**src/rtl/vme_master_transfer.sv**
```systemverilog
// VME master data-transfer sequencer: bridges a 68030 bus cycle onto VMEbus with AM generation,
// programmable AS->DS setup, optional D32, DTACK timeout and rescind-safe release.
module vme_master_transfer #(
  parameter int unsigned DS_DELAY   = 2,
  parameter int unsigned TIMEOUT    = 255,
  parameter int unsigned ENABLE_D32 = 1
) (
  input  logic       clock,
  input  logic       reset,
  input  logic       request_vme,
  input  logic       bus_acquired,
  input  logic       cpu_as,
  input  logic       cpu_ds,
  input  logic       cpu_write,
  input  logic [1:0] cpu_siz,
  input  logic [1:0] cpu_address,
  input  logic [2:0] cpu_fc,
  input  logic [1:0] addr_space,
  output logic [1:0] cpu_dsack,
  output logic       cpu_berr,
  output logic       vme_as,
  output logic [1:0] vme_ds,
  output logic       vme_lword,
  output logic       vme_write,
  output logic [5:0] vme_address_mod,
  input  logic       vme_dtack,
  input  logic       vme_berr,
  output logic       addr_low_oe,
  output logic       data_low_oe,
  output logic       d16_cross_oe,
  output logic       md32_cross_oe,
  output logic       data_low_dir,
  output logic       d16_cross_dir,
  output logic       md32_cross_dir,
  output logic       busy
);

  localparam logic [2:0] ST_IDLE    = 3'd0;
  localparam logic [2:0] ST_ADDR    = 3'd1;
  localparam logic [2:0] ST_DATA    = 3'd2;
  localparam logic [2:0] ST_ACK     = 3'd3;
  localparam logic [2:0] ST_RELEASE = 3'd4;

  localparam logic [3:0]  DLY_LAST = 4'(DS_DELAY - 1);
  localparam logic [15:0] TMO_LAST = 16'(TIMEOUT - 1);

  logic [2:0]  state_q, state_d;
  logic [3:0]  dly_q, dly_d;
  logic [15:0] tmo_q, tmo_d;
  logic [5:0]  am_q, am_d;
  logic        d32_q, d32_d;
  logic        read_q, read_d;
  logic [1:0]  ds_q, ds_d;
  logic [2:0]  lane_q, lane_d;   // active-low {data_low, d16_cross, md32_cross}
  logic        berr_q, berr_d;

  logic        d32_dec;
  logic        byte_dec;
  logic [1:0]  ds_dec;
  logic [2:0]  lane_dec;
  logic [5:0]  am_dec;

  function automatic logic [5:0] am_code(input logic [2:0] fc, input logic [1:0] sp);
    logic s;
    logic p;
    s = fc[2];
    p = (fc[1:0] == 2'b10);
    case (sp)
      2'b00:   am_code = s ? 6'h2D : 6'h29;
      2'b01:   am_code = s ? (p ? 6'h3E : 6'h3D) : (p ? 6'h3A : 6'h39);
      default: am_code = s ? (p ? 6'h0E : 6'h0D) : (p ? 6'h0A : 6'h09);
    endcase
  endfunction

  always_comb begin
    d32_dec  = (ENABLE_D32 != 0) && (cpu_siz == 2'b00) && (cpu_address == 2'b00);
    byte_dec = (cpu_siz == 2'b01) || cpu_address[0];
    if (d32_dec)       ds_dec = 2'b00;
    else if (byte_dec) ds_dec = cpu_address[0] ? 2'b10 : 2'b01;
    else               ds_dec = 2'b00;
    if (d32_dec)             lane_dec = 3'b010;
    else if (cpu_address[1]) lane_dec = 3'b011;
    else                     lane_dec = 3'b101;
    am_dec = am_code(cpu_fc, addr_space);
  end

  always_comb begin
    state_d = state_q;
    dly_d   = dly_q;
    tmo_d   = tmo_q;
    am_d    = am_q;
    d32_d   = d32_q;
    read_d  = read_q;
    ds_d    = ds_q;
    lane_d  = lane_q;
    berr_d  = berr_q;
    case (state_q)
      ST_IDLE: begin
        if (!request_vme && !bus_acquired && !cpu_as) begin
          state_d = ST_ADDR;
          dly_d   = '0;
          am_d    = am_dec;
          d32_d   = d32_dec;
          read_d  = cpu_write;
          ds_d    = ds_dec;
          lane_d  = lane_dec;
          berr_d  = 1'b0;
        end
      end
      ST_ADDR: begin
        if (cpu_as) begin
          state_d = ST_RELEASE;
        end else if (dly_q != DLY_LAST) begin
          dly_d = dly_q + 4'd1;
        end else if (!cpu_ds) begin
          state_d = ST_DATA;
          tmo_d   = '0;
        end
      end
      ST_DATA: begin
        // Abort beats any response; berr beats dtack when both arrive together.
        if (cpu_as) begin
          state_d = ST_RELEASE;
        end else if (!vme_berr) begin
          state_d = ST_ACK;
          berr_d  = 1'b1;
        end else if (!vme_dtack) begin
          state_d = ST_ACK;
          berr_d  = 1'b0;
        end else if (tmo_q == TMO_LAST) begin
          state_d = ST_ACK;
          berr_d  = 1'b1;
        end else begin
          tmo_d = tmo_q + 16'd1;
        end
      end
      ST_ACK: begin
        if (cpu_as) state_d = ST_RELEASE;
      end
      ST_RELEASE: begin
        if (vme_dtack && vme_berr) state_d = ST_IDLE;
      end
      default: state_d = ST_IDLE;
    endcase
  end

  always_ff @(posedge clock) begin
    if (reset) begin
      state_q <= ST_IDLE;
      dly_q   <= '0;
      tmo_q   <= '0;
      am_q    <= '0;
      d32_q   <= 1'b0;
      read_q  <= 1'b0;
      ds_q    <= '1;
      lane_q  <= '1;
      berr_q  <= 1'b0;
    end else begin
      state_q <= state_d;
      dly_q   <= dly_d;
      tmo_q   <= tmo_d;
      am_q    <= am_d;
      d32_q   <= d32_d;
      read_q  <= read_d;
      ds_q    <= ds_d;
      lane_q  <= lane_d;
      berr_q  <= berr_d;
    end
  end

  logic in_cycle;
  logic in_data;
  logic in_ack;

  always_comb begin
    in_cycle = (state_q == ST_ADDR) || (state_q == ST_DATA) || (state_q == ST_ACK);
    in_data  = (state_q == ST_DATA) || (state_q == ST_ACK);
    in_ack   = (state_q == ST_ACK);
  end

  // Strobes and buffers hold through ACK so read data stays stable until the CPU ends the cycle.
  assign vme_as          = ~in_cycle;
  assign vme_ds          = in_data ? ds_q : 2'b11;
  assign vme_lword       = ~(in_cycle & d32_q);
  assign vme_write       = ~(in_cycle & ~read_q);
  assign vme_address_mod = am_q;
  assign addr_low_oe     = ~in_cycle;
  assign data_low_oe     = in_data ? lane_q[2] : 1'b1;
  assign d16_cross_oe    = in_data ? lane_q[1] : 1'b1;
  assign md32_cross_oe   = in_data ? lane_q[0] : 1'b1;
  assign data_low_dir    = ~(in_cycle & read_q);
  assign d16_cross_dir   = ~(in_cycle & read_q);
  assign md32_cross_dir  = ~(in_cycle & read_q);
  assign cpu_berr        = ~(in_ack & berr_q);
  assign cpu_dsack       = (in_ack && !berr_q) ? (d32_q ? 2'b00 : 2'b01) : 2'b11;
  assign busy            = (state_q != ST_IDLE);

endmodule
```
**config.mk**
```make
export PLATFORM = sky130hd
export DESIGN_NAME = vme_master_transfer
export DESIGN_NICKNAME = d
export VERILOG_FILES = /design/src/rtl/vme_master_transfer.sv
export SDC_FILE = /design/constraint.sdc
export NUM_CORES = 1
export LEC_CHECK = 0
export BUFFER_PORTS_ARGS = -buffer_cell sky130_fd_sc_hd__clkbuf_2
export CAP_MARGIN = 20
export CORE_ASPECT_RATIO = 1.25
export CORE_MARGIN = 1.5
export CORE_UTILIZATION = 30
export CTS_BUF_LIST = sky130_fd_sc_hd__clkbuf_16
export CTS_CLUSTER_SIZE = 28
export DETAILED_ROUTE_END_ITERATION = 10
export PLACE_DENSITY_LB_ADDON = 0.3
export SLEW_MARGIN = 10
export SYNTH_ARGS = -nofsm -noshare
export SYNTH_HDL_FRONTEND = slang
export SYNTH_SLANG_ARGS = --single-unit
```
**constraint.sdc**
```tcl
create_clock -name clock -period 2 [get_ports clock]
set_input_delay 0.3 -clock clock [delete_from_list [all_inputs] [get_ports clock]]
set_output_delay 0.3 -clock clock [all_outputs]
set_load 0.02 [all_outputs]
```
==> results of run 1 <==
worst max-delay path: cells and delay by family, from the launching register on:
| kind | cells | cell delay [ns] |
|---|---|---|
| AOI/OAI and AO/OA | 3 | 0.76 |
| buffers and inverters | 3 | 0.44 |
| DFF | 1 | 0.37 |
| and+or+nand+nor | 2 | 0.25 |
state kept, by name, summed over array words and instances, names as in the netlist:
name,cells
tmo_q,16
d32_q,1
ds_q,2
read_q,1
lane_q,3
vme_address_mod,6
berr_q,1
state_q,3
dly_q,4
logic make-up after synthesis:
family,after synthesis,synth area share
multiplexers,5,0.0242
AO/OA/AOI/OAI,58,0.206
adder cells (fa/ha/maj),5,0.0283
buffers and inverters,23,0.0555
AND/OR/NAND/NOR,128,0.336
flip-flops,37,0.349
area by class of cell:
type,instances,area (um2),area share
Tap cell,90,113,0.0407
Multi-Input combinational cell,197,1320,0.475
Sequential cell,37,746,0.269
Clock buffer,5,125,0.0452
Timing Repair Buffer,68,429,0.155
Inverter,7,26.3,0.00949
Clock inverter,3,13.8,0.00497
worst paths after layout:
kind	start	end	slack (ns)	depth (start not counted)
setup / recovery	state_q[1]$_SDFFE_PP0P_	tmo_q[5]$_SDFFE_PP0P_	0.09	8
hold reg to reg	vme_address_mod[2]$_SDFFE_PP0P_	vme_address_mod[2]$_SDFFE_PP0P_	0.45	2
hold / removal	addr_space[1]	vme_address_mod[5]$_SDFFE_PP0P_	0.23	2
setup reg to reg	state_q[1]$_SDFFE_PP0P_	tmo_q[5]$_SDFFE_PP0P_	0.09	8
stage by stage:
step / hold WS (ns) / TNS, ns / worst slack, ns
floorplan: 0.396 / 0 / 0.132
global placement: 0.439 / 0 / 0.109
detailed placement: 0.442 / 0 / 0.0452
CTS: 0.223 / 0 / 0.0142
global route: 0.239 / -0.0963 / -0.0254
finish: 0.228 / 0 / 0.0936
report_power, final:
group / total [mW] / switching [mW] / internal [mW]
combinational: 0.145 / 0.0873 / 0.0577
clock: 0.765 / 0.312 / 0.453
sequential: 0.752 / 0.00555 / 0.747
synthesized netlist by cell type, drive strengths merged (4+ instances only):
cell / n
nand4: 5
or4: 6
nand3: 15
nor3b: 6
mux2i: 4
inv: 7
or3: 4
buf: 10
nor2: 31
o31ai: 5
ha: 4
nand2b: 9
o21ai: 6
nand4b: 4
clkbuf: 6
nor3: 8
a31o: 4
nand2: 22
a21oi: 19
dfxtp: 37
routing by layer:
metal  global-route usage  vias up  routed length, um
li1                     -     1064                  -
met1                0.189     1016               2500
met2                0.286       60               3020
met3               0.0264        9                282
met4               0.0604        0                 79
met5                    0        -                  0
repair_timing:
item,CTS,global route
resized for setup,0,13
setup endpoints to repair,0,19
hold buffers,0,0
setup buffers,0,7
==> impl_metrics.tcl, run 1 <==
set metrics [dict create \
    status "completed" \
    nFillCells 755 \
    finalSetupViolations 0 \
    synthToLayoutAreaGrowth_pct 30.6 \
    first_pass_iters 5 \
    synth_top_area_share 0.349 \
    hpwlAfterDp_um 4300 \
    synth.area.top_cells "dfxtp_1 35%, nor2_1 5.3%, a21oi_1 4.5%, nand2_1 3.9%, nand3_1 3.5%" \
    slowest_stage "o41a_1" \
    hold_class "in -> reg" \
    clock.fmax_mhz 525 \
    syn_area_um2 2120 \
    max_stage_delay_ns 0.38 \
    antenna_found_initial 0 \
    io_pins 40 \
    power_mw 1.66 \
    grt_pass1_vias 2043 \
    crit_path_start_kind "flip-flop" \
    synthCells 256 \
    tightest_slew_ns 0.475 \
    vias 2149 \
    wl_um 5880 \
    drive_gt1_frac 0.309 \
    drt-wirelength-per-cell_um 14.5 \
    synth_seq_cells 37 \
    critPathCaptureType "flip-flop" \
    ys_seq_area_frac 0.349 \
    slew_headroom 0.683 \
    io_buffers 39 \
    core_um2 6890 \
    syn_nets 278 \
    p_leak_nw 1.05 \
    gp_congestion 0.855 \
    tritoncts "done" \
    period_needed_ns 1.91 \
    die_w_um 78.2 \
    synth_edf_count 0 \
    rows 34 \
    avgSynthCellArea_um2 8.28 \
    crit_path_frequent_cell "buf_4" \
    cts_htree_levels 2 \
    worstSetupPathType "reg -> reg" \
    yosys.cell_types.count 56 \
    irDropWorstVdd_mv 0.281 \
    clockBufferDepth 2 \
    path_clk_slew_ns 0.06 \
    grt_max_degree 17 \
    ant_nets 0 \
    hold_violations 0 \
    drt-initial-drc-count 131 \
    rsz0062_at_grt "true" \
    cts_inserted_buffers 5 \
    yosys.area.top_type "dfxtp_1" \
    fin_cells 407 \
    die_h_um 97.0 \
    cts.sinks 37 \
    drv_slew 0 \
    initial_core_util 0.308 \
    grt_first_pass_wirelength_um 9780 \
    clockRootBuffer "clkbuf_16" \
    cp_data_required_time_ns 2.20 \
    layout_commonest_cell "clkbuf_2" \
    p_per_area_nw_per_um2 600 \
    path_max_fanout 7 \
    synth_flop_cell "dfxtp_1" \
    drv_cap 0 \
    cp.arrival_ns 2.10 \
    track_usage 0.161 \
    async_flop_share 0 \
    crit_chain "nor3b_4 -> buf_12 -> buf_4 -> a22oi_2 -> nand2_1 -> buf_4 -> o41a_1 -> a311oi_2" \
    ys.warnings.count 0 \
    final_nets 338 \
    post_dp_cell_area_um2 2500 \
    stdcell_area_um2 2770 \
    insertion_delay_ns 0.28 \
    period_share 0.953 \
    grt.overflow.total 0 \
    die_area_um2 7590 \
    fin_util 0.402 \
    dp_cells 391 \
    viasPerCell 5.28 \
    drc 0 \
    finClkSkew_ns 0.00490 \
    antenna_cells 0 \
    final_cell_mix "39 x clkbuf_2, 35 x dfxtp_1, 30 x nor2_1" \
]
Note: power is estimated with default switching activity, not from simulation.
==> run 2: changes to the inputs <==
--- a/config.mk
+++ b/config.mk
@@ -8,7 +8,6 @@
 export BUFFER_PORTS_ARGS = -buffer_cell sky130_fd_sc_hd__clkbuf_2
 export CAP_MARGIN = 20
 export CORE_ASPECT_RATIO = 1.25
-export CORE_MARGIN = 1.5
 export CORE_UTILIZATION = 30
 export CTS_BUF_LIST = sky130_fd_sc_hd__clkbuf_16
 export CTS_CLUSTER_SIZE = 28
==> run 2 against run 1 <==
  * Routed wire length shrank 3.6%
  * Utilization up 1.4 points
  * Sequential power about the same
  * Global-route usage shrank 0.16 points
  * First-iteration DRC count rose by 9.2%
  * Clock-buffer cell count unchanged
  * Final cell count is 0.98% lower
  * Clock skew is 0.0020 ns higher
  * Sequential cell count is the same
  * Sequential share of layout area down 0.19 points
  * Worst setup slack worse by 0.015 ns
  * Highest routed layer unchanged
==> impl_metrics.tcl, run 2 (synthesis results as in run 1) <==
set metrics [dict create \
    clockBufferDepth 2 \
    fin_cells 403 \
    grt.overflow.total 0 \
    track_usage 0.159 \
    crit_chain "inv_1 -> ha_1 -> nor3b_4 -> nand2_1 -> a21boi_4 -> buf_6 -> o41a_1 -> a311oi_2" \
    insertion_delay_ns 0.28 \
    die_w_um 77.2 \
    finClkSkew_ns 0.00691 \
    io_pins 40 \
    critPathCaptureType "flip-flop" \
    clock.fmax_mhz 521 \
    status "completed" \
    cp_data_required_time_ns 2.20 \
    rows 33 \
    final_cell_mix "39 x clkbuf_2, 35 x dfxtp_1, 30 x nor2_1" \
    drt-initial-drc-count 143 \
    tritoncts "done" \
    drv_cap 0 \
    top_register "tmo_q" \
    cp_num_buf_inv 2 \
    drv_slew 0 \
    gp_congestion 0.892 \
    hpwlAfterDp_um 4080 \
    die_area_um2 7410 \
    slowest_stage "o41a_1" \
    path_delay_family "compound AO/OA/AOI/OAI gates" \
    p_per_area_nw_per_um2 593 \
    cts_inserted_buffers 5 \
    clockRootBuffer "clkbuf_16" \
    irDropWorstVdd_mv 0.301 \
    stdcell_area_um2 2780 \
    viasPerCell 5.21 \
    finalSetupViolations 0 \
    period_share 0.960 \
    antenna_cells 0 \
    hold_class "in -> reg" \
    grt_max_degree 24 \
    io_buffers 39 \
    path_max_fanout 7 \
    hold_violations 0 \
    tightest_slew_ns 0.569 \
    core_um2 6690 \
    grt_pass1_vias 1989 \
    ant_nets 0 \
    drc 0 \
    drive_gt1_frac 0.316 \
    first_pass_iters 4 \
    slew_headroom 0.619 \
    period_needed_ns 1.92 \
    final_nets 337 \
    power_mw 1.65 \
    max_stage_delay_ns 0.40 \
    initial_core_util 0.317 \
    antenna_found_initial 0 \
    dp_cells 390 \
    cts_htree_levels 2 \
    drt-wirelength-per-cell_um 14.1 \
    fin_util 0.415 \
    path_clk_slew_ns 0.06 \
    whs_ns 0.238 \
    synthToLayoutAreaGrowth_pct 31.0 \
    worstSetupPathType "reg -> reg" \
    vias 2100 \
    grt_first_pass_wirelength_um 9440 \
    largest_reg_flops 16 \
    layout_commonest_cell "clkbuf_2" \
    wl_um 5670 \
    p_leak_nw 1.05 \
    crit_path_start_kind "flip-flop" \
    cts.sinks 37 \
    die_h_um 96.0 \
    cp.arrival_ns 2.12 \
    post_dp_cell_area_um2 2530 \
]
[run 2: repair_timing]
item	CTS	global route
pin swaps	1	3
buffers inserted	4	1
hold buffers	0	0
endpoints found under the setup margin	3	16
cloned	0	0
resized for setup	1	14
[run 2: worst reg2reg max path, stage by stage, from the launching register on]
cell	delay, ns
dfxtp_2	0.33
inv_1	0.05
ha_1	0.16
nor3b_4	0.22
nand2_1	0.10
a21boi_4	0.19
buf_6	0.16
o41a_1	0.40
a311oi_2	0.23
[run 2: final timing paths]
check                                                startpoint                              end  slack, ns  cells after the start
worst max-delay path                      dly_q[1]$_SDFFE_PP0P_            tmo_q[5]$_SDFFE_PP0P_       0.08                      8
worst min-delay path                              addr_space[1]  vme_address_mod[5]$_SDFFE_PP0P_       0.24                      2
worst min register to register  vme_address_mod[2]$_SDFFE_PP0P_  vme_address_mod[2]$_SDFFE_PP0P_       0.46                      2
worst max register to register            dly_q[1]$_SDFFE_PP0P_            tmo_q[5]$_SDFFE_PP0P_       0.08                      8
[run 2: final cells by class]
| class | count | area (um2) |
|---|---|---|
| Clock buffer | 5 | 125 |
| Clock inverter | 3 | 13.8 |
| Fill cell | 712 | 3910 |
| Inverter | 7 | 26.3 |
| Multi-Input combinational cell | 196 | 1320 |
| Sequential cell | 37 | 743 |
| Tap cell | 87 | 109 |
| Timing Repair Buffer | 68 | 445 |
[run 2: power by group]
group / switching (mW) / internal (mW)
Sequential: 0.00689 / 0.748
Clock: 0.297 / 0.452
Combinational: 0.0859 / 0.0567
Total: 0.390 / 1.26
[run 2: layer usage]
layer,share of wire,global-route usage,up-vias
met1,0.45,0.197,997
met4,0.012,0.0786,0
met2,0.50,0.268,38
li1,-,-,1058
met5,0,0,-
met3,0.033,0.0256,7
[run 2: metrics by stage]
step | TNS (ns) | worst slack (ns)
after CTS | 0 | 0.0151
after detailed placement | -0.0331 | -0.0240
after floorplan | 0 | 0.132
after global routing | -0.0118 | -0.00729
final | 0 | 0.0791
after global placement | 0 | 0.0658
==> run 3: changes to the inputs <==
==> constraint.sdc (replaced) <==
create_clock -name clock -period 2.2 [get_ports clock]
set_input_delay 0.44 -clock clock [delete_from_list [all_inputs] [get_ports clock]]
set_output_delay 0.44 -clock clock [all_outputs]
set_load 0.02 [all_outputs]
==> run 3 against run 2 <==
  * Sequential cell count stayed put
  * Routed wire length down 7.7%
  * Combinational power decreased by 14%
  * Register-to-register slack better by 0.08 ns
  * Non-clock buffer count shrank 11
  * Die area stayed put
  * Sequential power decreased by 9.3%
  * Worst setup slack gained 0.081 ns
  * Largest cell class unchanged
  * Largest power group is now clock
  * Highest routed layer unchanged
==> impl_metrics.tcl, run 3 (synthesis results as in run 1) <==
set metrics [dict create \
    vias 2050 \
    dp_cells 379 \
    grt_first_pass_wirelength_um 8620 \
    cp.arrival_ns 2.23 \
    layout_commonest_cell "clkbuf_2" \
    worstSetupPathType "reg -> reg" \
    grt_max_degree 24 \
    path_max_fanout 13 \
    hold_violations 0 \
    rr_worst_depth 8 \
    p_clk_frac 0.495 \
    clockBufferDepth 2 \
    crit_path_start_kind "flip-flop" \
    top_register "tmo_q" \
    multi_input_area_um2 1270 \
    tritoncts "done" \
    antenna_found_initial 0 \
    track_usage 0.147 \
    nFillCells 688 \
    status "completed" \
    ant_nets 0 \
    irDropWorstVdd_mv 0.266 \
    p_per_area_nw_per_um2 607 \
    finalSetupViolations 0 \
    slew_headroom 0.648 \
    period_share 0.927 \
    seqPwrFrac 0.428 \
    antenna_cells 0 \
    path_delay_family "compound AO/OA/AOI/OAI gates" \
    wl_um 5240 \
    cp_data_required_time_ns 2.39 \
    die_w_um 77.2 \
    cts_inserted_buffers 5 \
    finalSetupTns_ns 0 \
    critPathCaptureType "flip-flop" \
    clockRootBuffer "clkbuf_16" \
    insertion_delay_ns 0.28 \
    clock.fmax_mhz 490 \
    seq_area_um2 741 \
    drt-wirelength-per-cell_um 13.4 \
    netSwitchingPower_mw 0.348 \
    fin_cells 392 \
    whs_ns 0.371 \
    r2r_slack_ns 0.16 \
    power_mw 1.60 \
    p_comb_frac 0.077 \
    die_h_um 96.0 \
    drv_slew 0 \
    rsz0062_at_grt "false" \
    r2r-start "tmo_q[0]$_SDFFE_PP0P_" \
    startpoint "tmo_q[0]$_SDFFE_PP0P_" \
    tightest_slew_ns 0.526 \
    cts_htree_levels 2 \
    io_buffers 39 \
    synthToLayoutAreaGrowth_pct 24.4 \
    p_int_mw 1.25 \
    hpwlAfterDp_um 3800 \
    period_needed_ns 2.04 \
    final_cell_mix "39 x clkbuf_2, 37 x dfxtp_1, 30 x nor2_1" \
    drc 0 \
    cp_num_buf_inv 2 \
    core_um2 6690 \
    slowest_stage "o41a_1" \
    viasPerCell 5.23 \
    sw_frac_of_total 0.217 \
    path_clk_slew_ns 0.05 \
    final_nets 326 \
    rows 33 \
    drive_gt1_frac 0.256 \
    cts.sinks 37 \
    p_leak_nw 0.982 \
    largest_reg_flops 16 \
    worst-path-stages 8 \
    die_area_um2 7410 \
    initial_core_util 0.317 \
    grt_pass1_vias 1853 \
    drt-initial-drc-count 108 \
    drv_cap 0 \
    hold_class "in -> reg" \
    max_stage_delay_ns 0.40 \
    finClkSkew_ns 0.00611 \
    crit_chain "inv_1 -> ha_1 -> nor4b_1 -> nand4_1 -> a21boi_4 -> buf_4 -> o41a_1 -> a311oi_2" \
    io_pins 40 \
    r2r_end "tmo_q[5]$_SDFFE_PP0P_" \
    gp_congestion 0.867 \
    endpoint "tmo_q[5]$_SDFFE_PP0P_" \
    grt.overflow.total 0 \
    first_pass_iters 4 \
]
## run 3: cell types whose count changed in the layout (fill, tap and decap cells not counted), moves of 2 or more
cell      delta
buf_4        -7
a21oi_1      +2
a21oi_2      -2
buf_12       -2
buf_6        -2
clkinv_2     -2
dfxtp_1      +2
dfxtp_2      -2
or4_1        +2
or4_4        -2
## run 3: per-layer routing
metal / wire [um] / vias up / GRT usage
met5: 0 / - / 0
met4: 134 / 0 / 0.0849
met3: 262 / 11 / 0.0294
met2: 2580 / 56 / 0.250
met1: 2260 / 945 / 0.172
li1: - / 1038 / -
## run 3: power groups by stage
stage / combinational (mW) / sequential, mW / clock (mW)
final: 0.123 / 0.685 / 0.794
after global placement: 0.124 / 0.700 / 0
after floorplan: 0.0723 / 0.704 / 0
after detailed placement: 0.123 / 0.700 / 0
after CTS: 0.123 / 0.685 / 0.812
after global routing: 0.137 / 0.686 / 0.842
## run 3: what timing repair did
item	4_1_cts	5_1_grt
hold endpoints to repair	0	0
hold buffers	0	0
resized for setup	0	2
setup buffers	0	5
endpoints found under the setup margin	0	10
## run 3: area by class of cell
class,instances,share of cell area
clock buffer,5,0.0474
clock inverter,3,0.0142
inverter,7,0.00996
multi-input combinational,196,0.481
sequential,37,0.281
tap,87,0.0413
timing repair buffer,57,0.125
## run 3: stage by stage
step                setup WS (ns)   util  cell area (um2)
global placement            0.230  0.363             2430
detailed placement          0.144  0.363             2430
floorplan                   0.332      -             2120
global route               0.0224  0.395             2640
finish                      0.161  0.395             2640
CTS                        0.0257  0.388             2590
## run 3: worst min-delay path by stage
stage / start / to / slack [ns] / depth (start not counted)
floorplan: lane_q[2]$_SDFFE_PP1P_ / lane_q[2]$_SDFFE_PP1P_ / 0.43 / 1
global placement: lane_q[2]$_SDFFE_PP1P_ / lane_q[2]$_SDFFE_PP1P_ / 0.44 / 1
detailed placement: ds_q[0]$_SDFFE_PP1P_ / ds_q[0]$_SDFFE_PP1P_ / 0.44 / 1
CTS: addr_space[1] / vme_address_mod[5]$_SDFFE_PP0P_ / 0.37 / 2
global route: addr_space[1] / vme_address_mod[5]$_SDFFE_PP0P_ / 0.39 / 2
finish: addr_space[1] / vme_address_mod[5]$_SDFFE_PP0P_ / 0.37 / 2
